File: src/rtl/alu_arbiter.sv
// Round-robin arbiter granting two requesters turns on one shared combinational ALU.
// Optional macro ALU_ARBITER_ERRCNT_EN adds an 8-bit saturating count of erroring responses.
module alu_arbiter #(
   parameter int SETTLE_CYCLES = 1
) (
   input  logic        clk,
   input  logic        rst,
   input  logic        req0_valid,
   output logic        req0_ready,
   input  logic [15:0] req0_a,
   input  logic [15:0] req0_b,
   input  logic [3:0]  req0_cmd,
   input  logic        req1_valid,
   output logic        req1_ready,
   input  logic [15:0] req1_a,
   input  logic [15:0] req1_b,
   input  logic [3:0]  req1_cmd,
   output logic [15:0] alu_a,
   output logic [15:0] alu_b,
   output logic [3:0]  alu_cmd,
   input  logic [31:0] alu_result,
   input  logic [1:0]  alu_error,
   output logic        rsp_valid,
   input  logic        rsp_ready,
   output logic        rsp_id,
   output logic [31:0] rsp_result,
   output logic [1:0]  rsp_error,
   output logic        busy
`ifdef ALU_ARBITER_ERRCNT_EN
   ,
   output logic [7:0]  err_count
`endif
);

   typedef enum logic [1:0] {IDLE, SETTLE, RESPOND} state_t;

   state_t      state, state_nx;
   logic        last_grant;
   logic        win;
   logic        accept, capture, done;
   logic [3:0]  cnt;
   logic [15:0] op_a, op_b;
   logic [3:0]  op_cmd;

   always_ff @(posedge clk) begin
      if (rst) state <= IDLE;
      else     state <= state_nx;
   end

   always_comb begin
      state_nx   = state;
      req0_ready = 1'b0;
      req1_ready = 1'b0;
      accept     = 1'b0;
      capture    = 1'b0;
      done       = 1'b0;
      rsp_valid  = 1'b0;
      busy       = 1'b1;
      // on a tie the requester that did not win last time goes next
      win        = (req0_valid && req1_valid) ? ~last_grant : req1_valid;
      case (state)
         IDLE: begin
            busy = 1'b0;
            if ((req0_valid || req1_valid) && !rst) begin
               accept     = 1'b1;
               req0_ready = ~win;
               req1_ready = win;
               state_nx   = SETTLE;
            end
         end
         SETTLE: begin
            if (cnt == 4'd0) begin
               capture  = 1'b1;
               state_nx = RESPOND;
            end
         end
         RESPOND: begin
            rsp_valid = 1'b1;
            if (rsp_ready) begin
               done     = 1'b1;
               state_nx = IDLE;
            end
         end
         default: state_nx = IDLE;
      endcase
   end

   always_ff @(posedge clk) begin
      if (rst) begin
         last_grant <= 1'b1;
         cnt        <= 4'd0;
         op_a       <= 16'd0;
         op_b       <= 16'd0;
         op_cmd     <= 4'd0;
         rsp_id     <= 1'b0;
         rsp_result <= 32'd0;
         rsp_error  <= 2'd0;
      end else begin
         if (accept) begin
            op_a   <= win ? req1_a   : req0_a;
            op_b   <= win ? req1_b   : req0_b;
            op_cmd <= win ? req1_cmd : req0_cmd;
            rsp_id <= win;
            cnt    <= 4'(SETTLE_CYCLES - 1);
         end else if (state == SETTLE && cnt != 4'd0) begin
            cnt <= cnt - 4'd1;
         end
         if (capture) begin
            rsp_result <= alu_result;
            rsp_error  <= alu_error;
         end
         if (done) last_grant <= rsp_id;
      end
   end

   assign alu_a   = (state == SETTLE) ? op_a   : 16'd0;
   assign alu_b   = (state == SETTLE) ? op_b   : 16'd0;
   assign alu_cmd = (state == SETTLE) ? op_cmd : 4'd0;

`ifdef ALU_ARBITER_ERRCNT_EN
   always_ff @(posedge clk) begin
      if (rst)
         err_count <= 8'd0;
      else if (done && rsp_error != 2'd0 && err_count != 8'hFF)
         err_count <= err_count + 8'd1;
   end
`endif

endmodule
File: config.mk
export PLATFORM = sky130hd
export DESIGN_NAME = alu_arbiter
export DESIGN_NICKNAME = d
export VERILOG_FILES = /design/src/rtl/alu_arbiter.sv
export SDC_FILE = /design/constraint.sdc
export NUM_CORES = 1
export LEC_CHECK = 0
export CORE_UTILIZATION = 44
export DETAILED_ROUTE_END_ITERATION = 10
export PLACE_DENSITY = 0.83
export SYNTH_ARGS = -nofsm -noshare
export SYNTH_HDL_FRONTEND = slang
export SYNTH_SLANG_ARGS = --single-unit
File: constraint.sdc
create_clock -name clk -period 3.2 [get_ports clk]
set_input_delay 0.64 -clock clk [delete_from_list [all_inputs] [get_ports clk]]
set_output_delay 0.64 -clock clk [all_outputs]
set_load 0.005 [all_outputs]
# Yosys cells after proc, flatten, opt, wreduce, memory -nomap -nowiden
# Cells that the tools add are included.
# W data, S select, Z words.
# classes
n_reduce_logical	10
n_bitwise	2
mux	23
addsub	1
n_eq_ne	5
# ops
op	n
$mux W16	4
$mux W1	13
$mux W4	2
$mux W2	3
$ne A2 B2 Y1 const B	3
$pmux W2 S3	1
$logic_not A4 Y1	1
$reduce_bool A4 Y1	1
$sub A4 B1 Y4 const B	1
$logic_and A1 B1 Y1	3
$reduce_and A3 Y1	1
$eq A2 B1 Y1 const B	1
$eq A2 B2 Y1 const B	1
$logic_not A2 Y1	1
$not A1 Y1	2
$reduce_or A2 Y1	1
$logic_not A1 Y1	1
$logic_or A1 B1 Y1	1
# word_totals
reg_bits	78
input_bits	111
output_inout_bits	75

# Longest topological paths before layout
# logic_depth
depth_word	5
ltp_mapped	7
ltp_nobuf	5

# Worst setup path after synthesis
# OpenSTA, ideal clock, no wires.
# synth_path
path_kind	input -> output
from	in req0_valid
to	out req0_ready
path_slack_ps	1012
stages	3
required_time_ps	2560
t_arrival_ps	1548
n_path_buf	1
cell_sequence	or3b_4 nor3_4 buf_6
# synth_between
elab_chain_len	5
# synth_rtl
item	line	source
from (decl)	8	input logic req0_valid,
$logic_and A1 B1 Y1	60	win = (req0_valid && req1_valid) ? ~last_grant : req1_valid;
$mux W1	60	
$not A1 Y1	66	req0_ready = ~win;
$mux W1 *	64	if ((req0_valid || req1_valid) && !rst) begin
$mux W1 *	61	case (state)
to (decl)	9	output logic req0_ready,
# Every way passes the cells marked *; elsewhere a longest branch is shown, timed or not.

# Worst setup path after layout
# layout_path
from	in req1_valid
to	out req1_ready
# layout_between
elab_chain_len	4
# layout_rtl
item	line	source
from (decl)	13	input logic req1_valid,
$logic_and A1 B1 Y1 or $logic_or A1 B1 Y1 (tied branches)	60, 64	
$mux W1 or $logic_and A1 B1 Y1 (tied branches)	60, 64	
$mux W1 *	64	
$mux W1 *	61	
to (decl)	14	output logic req1_ready,
# Marks and branches as above.

==> run summary <==
The flow ran to the end, and the final reports show no timing, DRC or antenna violations. The die covers 8970 sq um. The number of cells on the worst hold path came out at 2.

After legalization and detailed placement, the total HPWL measured 7320 microns. The initial antenna violation count is 0. The worst hold path begins at rsp_result[0]$_SDFFE_PP0P_. The maximum number of pins on one net before global-route repair came out at 76. Setup total negative slack on the finished layout was measured at 0 ps.

The cell that appears most often on the critical path is clkdlybuf4s50_1. Of the synthesized area, sequential elements account for 41.3%. The max-slew violation count was 0. The largest total area in the synthesized netlist belongs to dfxtp_1. The fraction of post-synthesis cell area in the top cell type by area came out at 41.3%. The number of DRC markers after the initial detailed-route iteration came out at 117. The setup slack of the worst register-to-register path came out at 1330 ps. Walking the worst path, the cells encountered are clkdlybuf4s50_1, or4b_2, nor2_1, clkdlybuf4s50_1. The endpoint of the most critical register-to-register path is op_a[15]$_SDFFE_PP0P_. The number of flops mapped to enable cells by yosys is 0.

The count of max-cap constraint violations came out at 0. The chip width came out at 94.7 microns. The number of nets in the synthesized netlist is 473.

Of all nets on the critical path, the largest fanout is 4. The leading register cell type out of synthesis is dfxtp_1. The cts-stage hold buffer count came out at 0.

For this design, the slowest cell found on the critical path is or4b_2. The worst slack on hold paths came out at 475 ps. The routed design has 10,400 microns of wire.

Data on the critical path arrives at its endpoint at 2520 ps. The critical path is of the in2out type. The port buffer count came out at 185. The number of cells upsized or downsized after cts is 0. TritonCTS built the clock tree. The startpoint identified for the worst register-to-register timing path is state[1]$_SDFFE_PP0P_. The initial utilization of the core area, before any placement, comes to 45.8%. For hold timing, the worst endpoint is rsp_result[0]$_SDFFE_PP0P_.

The final cell utilization of the core came out at 70.4%. The most numerous cell in the Yosys netlist is dfxtp_1. STA classifies the critical path startpoint as a primary input. After detailed routing, the number of remaining DRC violations is 0.

The insertion delay of the later-clocked pin in the worst-skew pair came out at 330 ps. The required time reported for the critical path endpoint is 2560 ps. In this run the core area contains 33 standard-cell rows. After filler insertion, the fill cell instance count of the layout stands at 641. The smallest clock period supported by the final layout is computed as 3160 ps.

The number of cells traversed by the worst register-to-register path came out at 4. The fraction of layout cells with a size suffix above 1 came out at 10.4%. The overall power after layout came out at 2.23 mW.

The boundary pin count came out at 186. By count the netlist is led by dfxtp_1, nand2b_1, and2_1. The static leakage power came out at 2.11 nW. The largest single stage delay on the critical path is 620 ps. The placed cell area is 5670 sq um. After detailed routing, the average wire length per cell comes to 16.2 microns. The finished cells cover 5810 sq um.

Setup repair after global routing left no endpoint under its margin. The area of the multi-input gates is 2040 sq um. After global routing the overflow that remains totals 0. The final layout net count is 646.

The number of hold violations in the final report came out at 0. The clock transition at the registers of the reported paths came out at 70 ps. The sequential cells in the finished layout cover a total of 1560 sq um.

The H-tree depth came out at 3. The wire length of the first global-routing pass came out at 15,900 microns. Across the routed clock network, the largest skew measured is 10.6 ps. The clock tree buffer depth came out at 2. The count of different cell masters after synthesis came out at 35. The upper clock frequency limit came out at 316 MHz. The growth of design area from synthesis to finish came out at 53.7%. STA classifies the critical path endpoint as an output pin.

The global-route usage over all layers is 22.8%. The mapped netlist covers 3780 sq um. The via count normalized by instance count is 5.18. Synthesis inferred 78 register bits. The number of endpoints failing setup at the final stage came out at 0. The total number of yosys warnings came out at 0. Dividing total power by cell area gives a power density of 384 nW/um^2. By area the synthesized netlist is led by dfxtp_1, nand2b_1, nor3b_2, a221o_1, mux2i_1. The number of vias after detailed routing came out at 3,323. The instance count of the mapped netlist came out at 361. For this run, the detailed router's first-pass iteration total came to 4. The clock buffer count from CTS is 9.

The count of inserted antenna diode cells is 0. The post-route fraction of the period consumed by the critical path is 98.8%. The fraction of registers with async set/reset came out at 0%. The number of global-route vias before repair is 3,234. The peak supply drop is 0.247 mV. The global placement routability congestion is 0.745.

In this run the remaining antenna-violating nets after routing total 0. The transition time at the pin with the least slew margin came out at 583 ps. The average instance area after synthesis is 10.5 sq um. The worst-case headroom to the max-slew limit is 61.1%. The clock sink count came out at 78.

The cell at the root of the clock tree is clkbuf_8. In this run the standard cell core region covers 8260 sq um. The die height came out at 94.7 microns. The number of setup buffers added after CTS is 0. The class of the most critical hold timing path is reg2reg.
[power breakdown]
group | internal [mW] | total, mW | switching [mW]
sequential | 1.05 | 1.10 | 0.0442
combinational | 0.335 | 0.533 | 0.198
clock | 0.266 | 0.604 | 0.338
[area by class of cell]
| type | instances | share of cell area [%] |
|---|---|---|
| multi-input combinational | 249 | 35.2 |
| inverter | 4 | 0.258 |
| sequential | 78 | 26.9 |
| tap | 105 | 2.26 |
| timing repair buffer | 192 | 33.0 |
| clock inverter | 3 | 0.258 |
| clock buffer | 10 | 2.20 |
[kinds of logic after synthesis]
kind of cell    synth area share [%]
mux                             9.00
flops                           41.3
fa+ha+maj                      0.331
compound gates                  12.1
buf+inv                         5.03
simple gates                    32.3
[layer usage]
layer / vias to the layer above / GRT usage [%] / wire [microns]
met5: - / 0 / 0
met4: 0 / 7.07 / 140
met3: 12 / 8.29 / 1110
met2: 154 / 38.3 / 4930
met1: 1541 / 27.1 / 4180
li1: 1616 / - / -
[cell usage in the layout (no fill, tap or decap), types with 2 or more instances in the layout]
| master | n |
|---|---|
| a21o_1 | 2 |
| a21oi_1 | 4 |
| a221o_1 | 36 |
| and2_1 | 36 |
| buf_4 | 6 |
| clkbuf_8 | 9 |
| clkdlybuf4s50_1 | 185 |
| clkinv_2 | 3 |
| dfxtp_1 | 78 |
| inv_1 | 4 |
| mux2i_1 | 34 |
| nand2b_1 | 69 |
| nand3_1 | 2 |
| nor2_1 | 5 |
| nor2b_1 | 3 |
| nor3_1 | 2 |
| nor3b_1 | 7 |
| nor3b_2 | 29 |
[worst max path at each step]
| stage | start | endpoint | slack [ps] |
|---|---|---|---|
| finish | req1_valid | req1_ready | 40 |
| global route | req1_valid | req1_ready | 10 |
| CTS | req1_valid | req1_ready | 50 |
| detailed placement | req1_valid | req1_ready | 50 |
| global placement | req1_valid | req1_ready | 60 |
| floorplan | req0_valid | req0_ready | 1010 |
[critical path: cells and delay by family]
family	cells	cell delay [ps]
and+or+nand+nor	2	790
buffers and inverters	2	1100
[sequential cells by signal (all words and copies together), names as in the netlist]
signal	cells
cnt	4
state	2
op_a	16
op_b	16
rsp_result	32
op_cmd	4
last_grant	1
rsp_error	2
rsp_id	1
[through the flow]
step                setup WS, ps  std cells
global route                12.6        641
global placement            59.7        628
finish                      39.3        641
floorplan                   1010        361
detailed placement          48.1        628
CTS                         49.4        641
Note: power is estimated with default switching activity, not from simulation.
